File: config.mk
export PLATFORM = sky130hd
export DESIGN_NAME = cam_read_register_table
export DESIGN_NICKNAME = d
export VERILOG_FILES = /design/src/rtl/cam_read_register_table.sv
export SDC_FILE = /design/constraint.sdc
export NUM_CORES = 1
export LEC_CHECK = 0
export ABC_CLOCK_PERIOD_IN_PS = 3300
export CAP_MARGIN = 0
export CORE_ASPECT_RATIO = 0.8
export CORE_UTILIZATION = 37
export CTS_BUF_LIST = sky130_fd_sc_hd__clkbuf_8
export DETAILED_ROUTE_END_ITERATION = 7
export GPL_ROUTABILITY_DRIVEN = 0
export PLACE_DENSITY = 0.65
export SETUP_SLACK_MARGIN = 0.2
export SLEW_MARGIN = 10
export SYNTH_ARGS = -nofsm -noshare
export SYNTH_HDL_FRONTEND = slang
export SYNTH_SLANG_ARGS = --single-unit
File: constraint.sdc
create_clock -name sysClk -period 3.3 [get_ports sysClk]
set_clock_uncertainty 0.2 [all_clocks]
set_input_delay 0.66 -clock sysClk [delete_from_list [all_inputs] [get_ports sysClk]]
set_output_delay 0.66 -clock sysClk [all_outputs]
set_load 0.02 [all_outputs]
File: src/rtl/cam_read_register_table.sv
// Reads back a camera register group over the I2C engine, one sensor register at a time,
// and packs the returned 16-bit values into the 64-bit reg_data layout used by the write path.
module cam_read_register_table #(
   parameter logic [15:0] TIMEOUT_CYCLES = 16'd50000
) (
   input  logic        sysClk,
   input  logic        sysRst_n,
   input  logic [7:0]  reg_addr,
   input  logic        rd_req,
   output logic        i2c_req,
   output logic [7:0]  i2c_reg_addr,
   output logic        i2c_cam_id,
   input  logic        i2c_req_ready,
   input  logic [7:0]  i2c_rx_byte,
   input  logic        i2c_rx_valid,
   input  logic        i2c_err,
   output logic [63:0] rd_data,
   output logic        rd_valid,
   output logic        rd_error,
   output logic        rd_cam_id,
   output logic        busy
);

   typedef enum logic [2:0] {
      ST_IDLE    = 3'd0,
      ST_ISSUE   = 3'd1,
      ST_WAIT_HI = 3'd2,
      ST_WAIT_LO = 3'd3,
      ST_NEXT    = 3'd4,
      ST_DONE    = 3'd5
   } state_t;

   state_t      state_r, state_s;
   logic        grp_exp_r;
   logic [2:0]  idx_r;
   logic [7:0]  hi_r;
   logic [15:0] cnt_r;
   logic        i2c_req_r, i2c_cam_id_r, rd_valid_r, rd_error_r, rd_cam_id_r, busy_r;
   logic [7:0]  i2c_reg_addr_r;
   logic [63:0] rd_data_r;

   logic        req_exp_s, req_crop_s, addr_ok_s, req_cam_s, accept_s;
   logic        last_s, in_wait_s, timeout_s, fail_s, issue_entry_s, issue_grp_s;
   logic [2:0]  issue_idx_s;

   // Sensor register address for a given group and sequence position.
   function automatic logic [7:0] sensor_addr_f(input logic exp_grp, input logic [2:0] idx);
      logic [7:0] a;
      a = 8'h00;
      if (exp_grp) begin
         case (idx)
            3'd0:    a = 8'h08;
            3'd1:    a = 8'h09;
            3'd2:    a = 8'h0C;
            3'd3:    a = 8'h22;
            3'd4:    a = 8'h23;
            3'd5:    a = 8'h05;
            3'd6:    a = 8'h06;
            default: a = 8'h00;
         endcase
      end else begin
         case (idx)
            3'd0:    a = 8'h01;
            3'd1:    a = 8'h02;
            3'd2:    a = 8'h03;
            3'd3:    a = 8'h04;
            default: a = 8'h00;
         endcase
      end
      return a;
   endfunction

   // Merges one returned register value into its reg_data fields; other bits are kept.
   function automatic logic [63:0] pack_f(input logic [63:0] d, input logic exp_grp,
                                          input logic [2:0] idx, input logic [7:0] hi,
                                          input logic [7:0] lo);
      logic [63:0] r;
      r = d;
      if (exp_grp) begin
         case (idx)
            3'd0: r[22:19] = lo[3:0];
            3'd1: begin r[18:11] = hi;      r[10:3]  = lo; end
            3'd2: begin r[35:31] = hi[4:0]; r[30:23] = lo; end
            3'd3: r[37:36] = lo[5:4];
            3'd4: r[39:38] = lo[5:4];
            3'd5: begin r[51:48] = hi[3:0]; r[47:40] = lo; end
            3'd6: begin r[62:60] = hi[2:0]; r[59:52] = lo; end
            default: r = d;
         endcase
      end else begin
         case (idx)
            3'd0: begin r[10:8]  = hi[2:0]; r[7:0]   = lo; end
            3'd1: begin r[22:19] = hi[3:0]; r[18:11] = lo; end
            3'd2: begin r[33:31] = hi[2:0]; r[30:23] = lo; end
            3'd3: begin r[45:42] = hi[3:0]; r[41:34] = lo; end
            default: r = d;
         endcase
      end
      return r;
   endfunction

   assign req_exp_s     = (reg_addr == 8'h02) || (reg_addr == 8'h03);
   assign req_crop_s    = (reg_addr == 8'h05) || (reg_addr == 8'h06);
   assign addr_ok_s     = req_exp_s || req_crop_s;
   assign req_cam_s     = (reg_addr == 8'h03) || (reg_addr == 8'h06);
   assign accept_s      = (state_r == ST_IDLE) && rd_req;
   assign last_s        = grp_exp_r ? (idx_r == 3'd6) : (idx_r == 3'd3);
   assign in_wait_s     = (state_r == ST_ISSUE) || (state_r == ST_WAIT_HI) || (state_r == ST_WAIT_LO);
   assign timeout_s     = in_wait_s && (cnt_r >= (TIMEOUT_CYCLES - 16'd1));
   assign issue_entry_s = (state_s == ST_ISSUE) && (state_r != ST_ISSUE);
   assign issue_grp_s   = accept_s ? req_exp_s : grp_exp_r;
   assign issue_idx_s   = accept_s ? 3'd0 : (idx_r + 3'd1);

   // Next-state logic; an engine error or timeout beats any byte arriving in the same cycle.
   always_comb begin
      state_s = state_r;
      fail_s  = 1'b0;
      case (state_r)
         ST_IDLE: begin
            if (rd_req) begin
               state_s = addr_ok_s ? ST_ISSUE : ST_DONE;
            end else begin
               state_s = ST_IDLE;
            end
         end
         ST_ISSUE: begin
            if (i2c_err || timeout_s) begin
               fail_s  = 1'b1;
               state_s = ST_DONE;
            end else if (i2c_req_r && i2c_req_ready) begin
               state_s = ST_WAIT_HI;
            end else begin
               state_s = ST_ISSUE;
            end
         end
         ST_WAIT_HI: begin
            if (i2c_err || timeout_s) begin
               fail_s  = 1'b1;
               state_s = ST_DONE;
            end else if (i2c_rx_valid) begin
               state_s = ST_WAIT_LO;
            end else begin
               state_s = ST_WAIT_HI;
            end
         end
         ST_WAIT_LO: begin
            if (i2c_err || timeout_s) begin
               fail_s  = 1'b1;
               state_s = ST_DONE;
            end else if (i2c_rx_valid) begin
               state_s = ST_NEXT;
            end else begin
               state_s = ST_WAIT_LO;
            end
         end
         ST_NEXT: begin
            if (last_s) begin
               state_s = ST_DONE;
            end else begin
               state_s = ST_ISSUE;
            end
         end
         ST_DONE: state_s = ST_IDLE;
         default: state_s = ST_IDLE;
      endcase
   end

   // State register.
   always_ff @(posedge sysClk or negedge sysRst_n) begin
      if (!sysRst_n) begin
         state_r <= ST_IDLE;
      end else begin
         state_r <= state_s;
      end
   end

   // Wait-state watchdog: restarts on every state change, which covers each accepted byte.
   always_ff @(posedge sysClk or negedge sysRst_n) begin
      if (!sysRst_n) begin
         cnt_r <= 16'd0;
      end else if ((state_s != state_r) || !in_wait_s) begin
         cnt_r <= 16'd0;
      end else begin
         cnt_r <= cnt_r + 16'd1;
      end
   end

   // Request, sequencing and result registers.
   always_ff @(posedge sysClk or negedge sysRst_n) begin
      if (!sysRst_n) begin
         grp_exp_r      <= 1'b0;
         idx_r          <= 3'd0;
         hi_r           <= 8'h00;
         i2c_req_r      <= 1'b0;
         i2c_reg_addr_r <= 8'h00;
         i2c_cam_id_r   <= 1'b0;
         rd_data_r      <= 64'h0;
         rd_valid_r     <= 1'b0;
         rd_error_r     <= 1'b0;
         rd_cam_id_r    <= 1'b0;
         busy_r         <= 1'b0;
      end else begin
         i2c_req_r  <= (state_s == ST_ISSUE);
         rd_valid_r <= (state_r == ST_DONE);
         // busy stays up through the rd_valid cycle that follows DONE
         busy_r     <= (state_s != ST_IDLE) || (state_r == ST_DONE);
         if (issue_entry_s) begin
            i2c_reg_addr_r <= sensor_addr_f(issue_grp_s, issue_idx_s);
         end
         if (accept_s) begin
            grp_exp_r    <= req_exp_s;
            idx_r        <= 3'd0;
            i2c_cam_id_r <= req_cam_s;
            rd_cam_id_r  <= req_cam_s;
            rd_data_r    <= 64'h0;
            rd_error_r   <= !addr_ok_s;
         end else if (fail_s) begin
            rd_data_r  <= 64'h0;
            rd_error_r <= 1'b1;
         end else begin
            case (state_r)
               ST_WAIT_HI: if (i2c_rx_valid) hi_r <= i2c_rx_byte;
               ST_WAIT_LO: if (i2c_rx_valid) rd_data_r <= pack_f(rd_data_r, grp_exp_r, idx_r, hi_r, i2c_rx_byte);
               ST_NEXT:    if (!last_s) idx_r <= idx_r + 3'd1;
               default:    hi_r <= hi_r;
            endcase
         end
      end
   end

   assign i2c_req      = i2c_req_r;
   assign i2c_reg_addr = i2c_reg_addr_r;
   assign i2c_cam_id   = i2c_cam_id_r;
   assign rd_data      = rd_data_r;
   assign rd_valid     = rd_valid_r;
   assign rd_error     = rd_error_r;
   assign rd_cam_id    = rd_cam_id_r;
   assign busy         = busy_r;

endmodule

# --- Yosys cells after proc, flatten, opt, wreduce, memory -nomap -nowiden ---
# Index checks and enable logic that the tools add are counted.
classes:
  bitwise_logic: 2
  n_reduce_logical: 47
  n_addsub: 2
  muxes: 41
  magnitude_cmp: 1
  eq_ne: 32
op_table:
  columns: ["cell", "count"]
  rows:
  - ["63-bit 2-to-1 mux", 3]
  - ["64-bit 2-to-1 mux", 2]
  - ["6-bit one-hot mux with 7 select lines", 1]
  - ["12-bit 2-to-1 mux", 3]
  - ["3-bit 2-to-1 mux", 12]
  - ["4-bit AND reduction", 9]
  - ["11-bit 2-to-1 mux", 3]
  - ["16-bit 2-to-1 mux", 2]
  - ["3-bit nonzero test", 10]
  - ["3-bit == test, second input constant", 8]
  - ["4-bit by 1-bit != test with 1-bit output, second input constant", 5]
  - ["3-bit by 2-bit == test with 1-bit output, second input constant", 6]
  - ["16-bit by 1-bit adder with 16-bit output, second input constant", 1]
  - ["8-bit by 2-bit == test with 1-bit output, second input constant", 2]
  - ["8-bit by 3-bit == test with 1-bit output, second input constant", 2]
  - ["16-bit >= comparator, second input constant", 1]
  - ["3-bit one-hot mux with 5 select lines", 1]
  - ["13-bit 2-to-1 mux", 1]
  - ["3-bit by 1-bit == test with 1-bit output, second input constant", 4]
  - ["3-bit one-hot mux with 4 select lines", 1]
  - ["3-bit AND reduction", 4]
  - ["4-bit nonzero test", 3]
  - ["3-bit logical NOT", 3]
  - ["1-bit logical OR", 9]
  - ["other kinds (13)", 29]
word_totals:
  output_inout_bits: 78
  reg_bits: 108
  input_bits: 22
  wordCells: 148

# --- Depth between registers and ports, before layout ---
# Gate-level depths: netlist of the first run.
depth:
  ltp_word: 10
  depth_mapped: 8
  mapped_depth_nobuf: 7

# --- Worst setup path before layout of the first run ---
# Ideal clock, no wire load.
synth_timing:
  path_type: "input to register"
  start: "input reg_addr[5]"
  end: "register i2c_reg_addr_r[1] (netlist: i2c_reg_addr[1])"
  slack_ns: 0.777
  n_path_buf: 0
  setup_time_ns: 0.125
  t_arrival_ns: 2.198
  stages: 5
  cell_sequence: "nor4_4 o211ai_1 a221o_1 nor4_4 mux2_2"
synth_between:
  elab_chain_cells: 8
  word_cells_on_any_way: 14
  cone_classes: "eq/ne (5); mux (5); reduce/logical (4)"
synth_lines:
  columns: ["element", "line_no", "rtl"]
  rows:
  - ["start, declared", "8", "input logic [7:0] reg_addr,"]
  - ["8-bit by 2-bit == test with 1-bit output or 8-bit by 3-bit == test with 1-bit output (tied branches)", "102, 103", null]
  - ["1-bit logical OR (on tied branches)", "102, 103", null]
  - ["1-bit logical OR", "104", "assign addr_ok_s = req_exp_s || req_crop_s;"]
  - ["3-bit 2-to-1 mux", "121", "state_s = addr_ok_s ? ST_ISSUE : ST_DONE;"]
  - ["3-bit 2-to-1 mux", "120", "if (rd_req) begin"]
  - ["3-bit one-hot mux with 5 select lines", "118", "case (state_r)"]
  - ["3-bit by 1-bit == test with 1-bit output", "110", "assign issue_entry_s = (state_s == ST_ISSUE) && (state_r != ST_ISSUE);"]
  - ["1-bit logical AND", "110", null]
  - ["end signal, assigned", "208", "i2c_reg_addr_r <= sensor_addr_f(issue_grp_s, issue_idx_s);"]
  - ["end, declared", "39", "logic [7:0] i2c_reg_addr_r;"]
# Parallel ways exist; a longest one is shown, timed or not.
# A chain may end at the register's enable or synchronous reset.

# --- Final worst setup path of the first run ---
layout_timing:
  start: "input reg_addr[5]"
  end: "register i2c_reg_addr_r[3] (netlist: i2c_reg_addr[3])"
# The elaborated chain is that of the path after synthesis.

==> results of run 1 <==
worst max-delay path: stages:
cell and delay [ns]:
clkdlybuf4s50_1 0.44, nor4_4 0.36, o211ai_1 0.24, a221o_1 0.46, nor4_4 0.36, mux2_2 0.37
layout make-up:
type	instances	area, um2	area share, %
inverters	19	71.3	1.08
clock inverters	7	61.3	0.932
well taps	180	225	3.43
repair buffers	113	1110	16.9
multi-input cells	343	2380	36.2
flip-flops and latches	104	2600	39.6
clock buffers	9	124	1.88
cell families after synthesis:
family	share of synthesized area, %
adders and majority gates	1.44
muxes	10.4
other	0.0722
buffers and inverters	4.41
and+or+nand+nor	20.0
DFF	50.1
AOI/OAI and AO/OA	10.9
xor gates and xnor gates	2.70
stage by stage:
stage / power (W) / setup WS (ns) / cell area [um2] / hold slack, ns
floorplan: 0.00278 / 0.777 / 5210 / 0.164
detailed placement: 0.00348 / 0.0789 / 6390 / 0.276
global route: 0.00449 / 0.404 / 6580 / 0.155
global placement: 0.00344 / 0.186 / 6390 / 0.271
finish: 0.00424 / 0.466 / 6580 / 0.118
CTS: 0.00426 / 0.493 / 6580 / 0.134
report_power, final:
part | internal (W) | switching [W] | total (W)
clock | 0.000291 | 0.000476 | 0.000767
combinational | 0.000806 | 0.000973 | 0.00178
sequential | 0.00148 | 0.000212 | 0.00170
per-layer routing:
metal / track usage [%] / part of all wire (%)
met5: 0 / 0
met4: 4.65 / 0.82
met2: 28.9 / 44
met3: 3.80 / 7.0
met1: 29.8 / 48
sequential cells by signal, summed over array words and instances, names as in the netlist, 3 cells and up:
signal        cells
rd_data          63
cnt_r            16
hi_r              8
i2c_reg_addr      5
idx_r             3
state_r           3
worst max path at each step:
stage / from / to / slack (ns) / cells past startpoint
floorplan: reg_addr[5] / i2c_reg_addr[1] / 0.78 / 5
global placement: reg_addr[5] / i2c_reg_addr[5] / 0.19 / 6
detailed placement: reg_addr[5] / i2c_reg_addr[3] / 0.08 / 6
CTS: reg_addr[5] / i2c_reg_addr[3] / 0.49 / 6
global route: reg_addr[5] / i2c_reg_addr[2] / 0.40 / 6
finish: reg_addr[5] / i2c_reg_addr[3] / 0.47 / 6
layout by cell type, fill, tap and decap left out, types with 14 or more instances in the layout:
cell	netlist	final
nand2b_1	14	14
mux2_2	34	34
clkdlybuf4s50_1	0	94
a311oi_1	20	20
nor2_1	66	66
a21oi_1	25	25
buf_4	9	17
nor3_1	15	14
and3_1	15	15
nand2_1	23	23
nand3_1	14	14
mux2i_1	16	16
inv_1	19	19
dfrtp_1	104	104
==> impl_metrics.toml, run 1 <==
[outcome]
outcome = "finished, final reports clean"

[floorplan]
start_util_pct = 38.1
die_h_um = 108
rows = 38
die-width_um = 135
io_pins = 100
dieArea_mm2 = 0.0145
core-area_mm2 = 0.0136

[timing]
tightest_slew_ns = 0.682
finalHoldViolations = 0
drv_slew = 0
maxSlewHeadroom_pct = 54.5
tns_ns = 0
setup_viol = 0
rsz0062_at_grt = "no"
max_freq_mhz = 353
fin_crit_sh_pct = 85.9
post-route-min-period_ns = 2.83

[placed_design]
io_buffers = 95
dp_hpwl_um = 10000
dpl.cell_count = 759

[cells_and_area]
instances_no_fill = 775
fin_nets = 618
syn2layout_area_growth_pct = 26.5
antenna_cells = 0
finish.utilization_pct = 48.2
fill_cells = 1229
drive_gt1_share_pct = 13.8

[clocking]
cts.clk_slew.worst_paths_ns = 0.11
cts.sinks = 104
cts_made_buffers = 9
post_cts_resized = 0
cts_hold_buffers = 0
clockRootBuffer = "clkbuf_8"
cts_tree = "yes"
clockBufferDepth = 2
htree_levels = 3
clk_latency_ns = 0.38
cts_setup_buffers = 0

[worst_setup_path]
critPathCaptureType = "register"
cp.arrival_ns = 2.90
reg2reg_slack_ns = 0.61
critPathLaunchType = "input pin"
reg2reg_from = "cnt_r[12]"
r2r_cells = 6
worst_r2r_endpoint = "rd_data[29]"
crit_required_ns = 3.36
worstPathMaxFanout = 4
worstSetupPathType = "in2reg"

[pwr]
vdd_drop_max_v = 0.000567
power.leakage_nw = 2.78
cellPowerDensity_mw_per_mm2 = 645

[routing]
wl_per_cell_um = 17.6
ant_nets = 0
via_per_inst = 5.40
drc_errors = 0
num_vias = 4187
drtPass1Iterations = 5
drt-initial-drc-count = 354
totalWireLength_um = 13700

[yosys]
ys_seq_area_share_pct = 50.1
post-synth-top-count-cell = "dfrtp_1"
netlist_instances = 494
yosysWarnings = 0
synth.area.top_cells = "dfrtp_1 (50%), mux2_2 (7.4%), nor2_1 (4.8%), a311oi_1 (3.4%), mux2i_1 (3.1%)"
ys_types = 55
synth_area_per_cell_um2 = 10.5
async_flop_share_pct = 100
synth_seq_cells = 104
synth_edf_count = 0
syn-cell-area_mm2 = 0.00520
yosysTopAreaCellShare_pct = 50.1
ys.flop_type = "dfrtp_1"
synth_common_cells = "dfrtp_1 (104), nor2_1 (66), mux2_2 (34), a21oi_1 (25), nand2_1 (23)"
synth.largest_area_cell = "dfrtp_1"

[worst_hold_path]
min_path_type = "in2async"

[global_routing]
grt_pass1_wl_um = 22000
grt_usage_pct = 19.7
grt-ovfl-total = 0
grt_max_degree = 53
antenna_found_initial = 1
grt_pass1_vias = 4073

[job]
cap_violations = 0
No activity file was read; power rests on OpenSTA's default activity.
==> run 2: changes to the inputs <==
--- a/config.mk
+++ b/config.mk
@@ -8,13 +8,15 @@
 export ABC_CLOCK_PERIOD_IN_PS = 3300
 export CAP_MARGIN = 0
 export CORE_ASPECT_RATIO = 0.8
-export CORE_UTILIZATION = 37
+export CORE_UTILIZATION = 54
 export CTS_BUF_LIST = sky130_fd_sc_hd__clkbuf_8
 export DETAILED_ROUTE_END_ITERATION = 7
 export GPL_ROUTABILITY_DRIVEN = 0
-export PLACE_DENSITY = 0.65
+export MAX_ROUTING_LAYER = met4
+export PLACE_DENSITY = 0.88
 export SETUP_SLACK_MARGIN = 0.2
 export SLEW_MARGIN = 10
 export SYNTH_ARGS = -nofsm -noshare
 export SYNTH_HDL_FRONTEND = slang
 export SYNTH_SLANG_ARGS = --single-unit
+export TNS_END_PERCENT = 1
==> impl_metrics.toml, run 2 (synthesis results as in run 1) <==
[cells_and_area]
layout_common_cells = "dfrtp_1 (104), clkdlybuf4s50_1 (94), nor2_1 (66)"
final_area_mm2 = 0.00650
syn2layout_area_growth_pct = 25.1
largest_register_ff_count = 63
finish.utilization_pct = 70.7
instances_no_fill = 709
antenna_cells = 0
drive_gt1_share_pct = 13.3
layout_commonest_cell = "dfrtp_1"
fin_nets = 617

[routing]
drtPass1Iterations = 7
via_per_inst = 6.02
num_vias = 4269
drc_errors = 4
wl_per_cell_um = 18.2
ant_nets = 0
totalWireLength_um = 12900
drt-initial-drc-count = 377

[clocking]
post_cts_resized = 0
clockRootBuffer = "clkbuf_8"
cts_made_buffers = 9
cts_tree = "yes"
clockBufferDepth = 2
cts.sinks = 104
cts_setup_buffers = 0
clk_latency_ns = 0.37
cts_hold_buffers = 0
htree_levels = 3
cts.clk_slew.worst_paths_ns = 0.10

[timing]
setup_viol = 0
hold_slack_ns = 0.0698
finalHoldViolations = 0
fin_crit_sh_pct = 85.1
drv_slew = 0
tns_ns = 0
tightest_slew_ns = 0.587
max_freq_mhz = 356
post-route-min-period_ns = 2.81
maxSlewHeadroom_pct = 60.9
rsz0062_at_grt = "no"

[worst_setup_path]
crit_required_ns = 3.35
worst_r2r_endpoint = "i2c_reg_addr[2]"
cp.depth = 6
slowest_delay_ns = 0.46
critical_path.cell_chain = "clkdlybuf4s50_1 -> nor4_4 -> o211ai_1 -> a221o_1 -> nor4_4 -> mux2_2"
reg2reg_from = "state_r[1]"
critPathCaptureType = "register"
worstSetupPathType = "in2reg"
crit_family = "simple AND/OR/NAND/NOR gates"
cp.arrival_ns = 2.86
critPathLaunchType = "input pin"
worstPathMaxFanout = 4
reg2reg_slack_ns = 0.60
cp_num_buf_inv = 1
cpMostUsedCell = "nor4_4"
r2r_cells = 6
slowest_stage = "a221o_1"

[outcome]
violations = "design-rule violations"
outcome = "finished, violations left"

[pwr]
seqPwrFrac_pct = 39.1
p_switching_w = 0.00158
power.leakage_nw = 2.79
vdd_drop_max_v = 0.000547
internal_power_w = 0.00273
switching_share_pct = 36.7
p_clk_share_pct = 20.8
cellPowerDensity_mw_per_mm2 = 664
power_frac_comb_pct = 40.1

[worst_hold_path]
min_path_type = "in2async"

[placed_design]
io_buffers = 95
dp_hpwl_um = 9420
dpl.cell_count = 693
postPlaceCellArea_mm2 = 0.00627

[global_routing]
grt_usage_pct = 28.2
antenna_found_initial = 0
grt-ovfl-total = 0
grt_pass1_vias = 4142
grt_max_degree = 47
grt_pass1_wl_um = 21500

[floorplan]
io_pins = 100
core-area_mm2 = 0.00919
dieArea_mm2 = 0.0100
rows = 31
die_h_um = 89.8
die-width_um = 112
start_util_pct = 56.5

[job]
cap_violations = 0
## run 2: worst max-delay path by stage
stage,startpoint,endpoint
floorplan,reg_addr[5],i2c_reg_addr[1]
global placement,reg_addr[5],i2c_reg_addr[3]
detailed placement,reg_addr[5],i2c_reg_addr[1]
CTS,reg_addr[5],i2c_reg_addr[1]
global route,rd_req,i2c_reg_addr[2]
finish,reg_addr[5],i2c_reg_addr[5]
## run 2: cell type report
cell class / count / area, um2
tap: 115 / 144
multi-input combinational: 343 / 2380
sequential: 104 / 2600
timing repair buffer: 112 / 1080
inverter: 19 / 71.3
clock inverter: 5 / 80.1
clock buffer: 11 / 151
fill: 654 / 2690
## run 2: power groups by stage
stage,combinational [W],sequential [W],clock (W)
CTS,0.00172,0.00169,0.000914
finish,0.00173,0.00169,0.000898
detailed placement,0.00171,0.00171,0
global route,0.00186,0.00172,0.000965
floorplan,0.000984,0.00179,0
global placement,0.00166,0.00170,0
## run 2: worst reg2reg max path: stages, from the launching register on
cell and delay, ns:
dfrtp_1 0.63, o21bai_1 0.16, a2111oi_1 0.56, o41ai_1 0.21
buf_4 0.18, or4_1 0.40, o31ai_1 0.26
## run 2: routing by layer
| metal | share of wire (%) | GRT usage, % |
|---|---|---|
| met1 | 44 | 39.9 |
| met2 | 44 | 40.4 |
| met3 | 9.3 | 5.87 |
| met4 | 2.2 | 9.68 |
| met5 | 0 | - |
## run 2: metrics by stage
stage               setup WS [ns]  power [W]
finish                      0.492    0.00432
CTS                         0.515    0.00432
floorplan                   0.777    0.00278
global route                0.390    0.00454
global placement            0.207    0.00336
detailed placement          0.125    0.00342
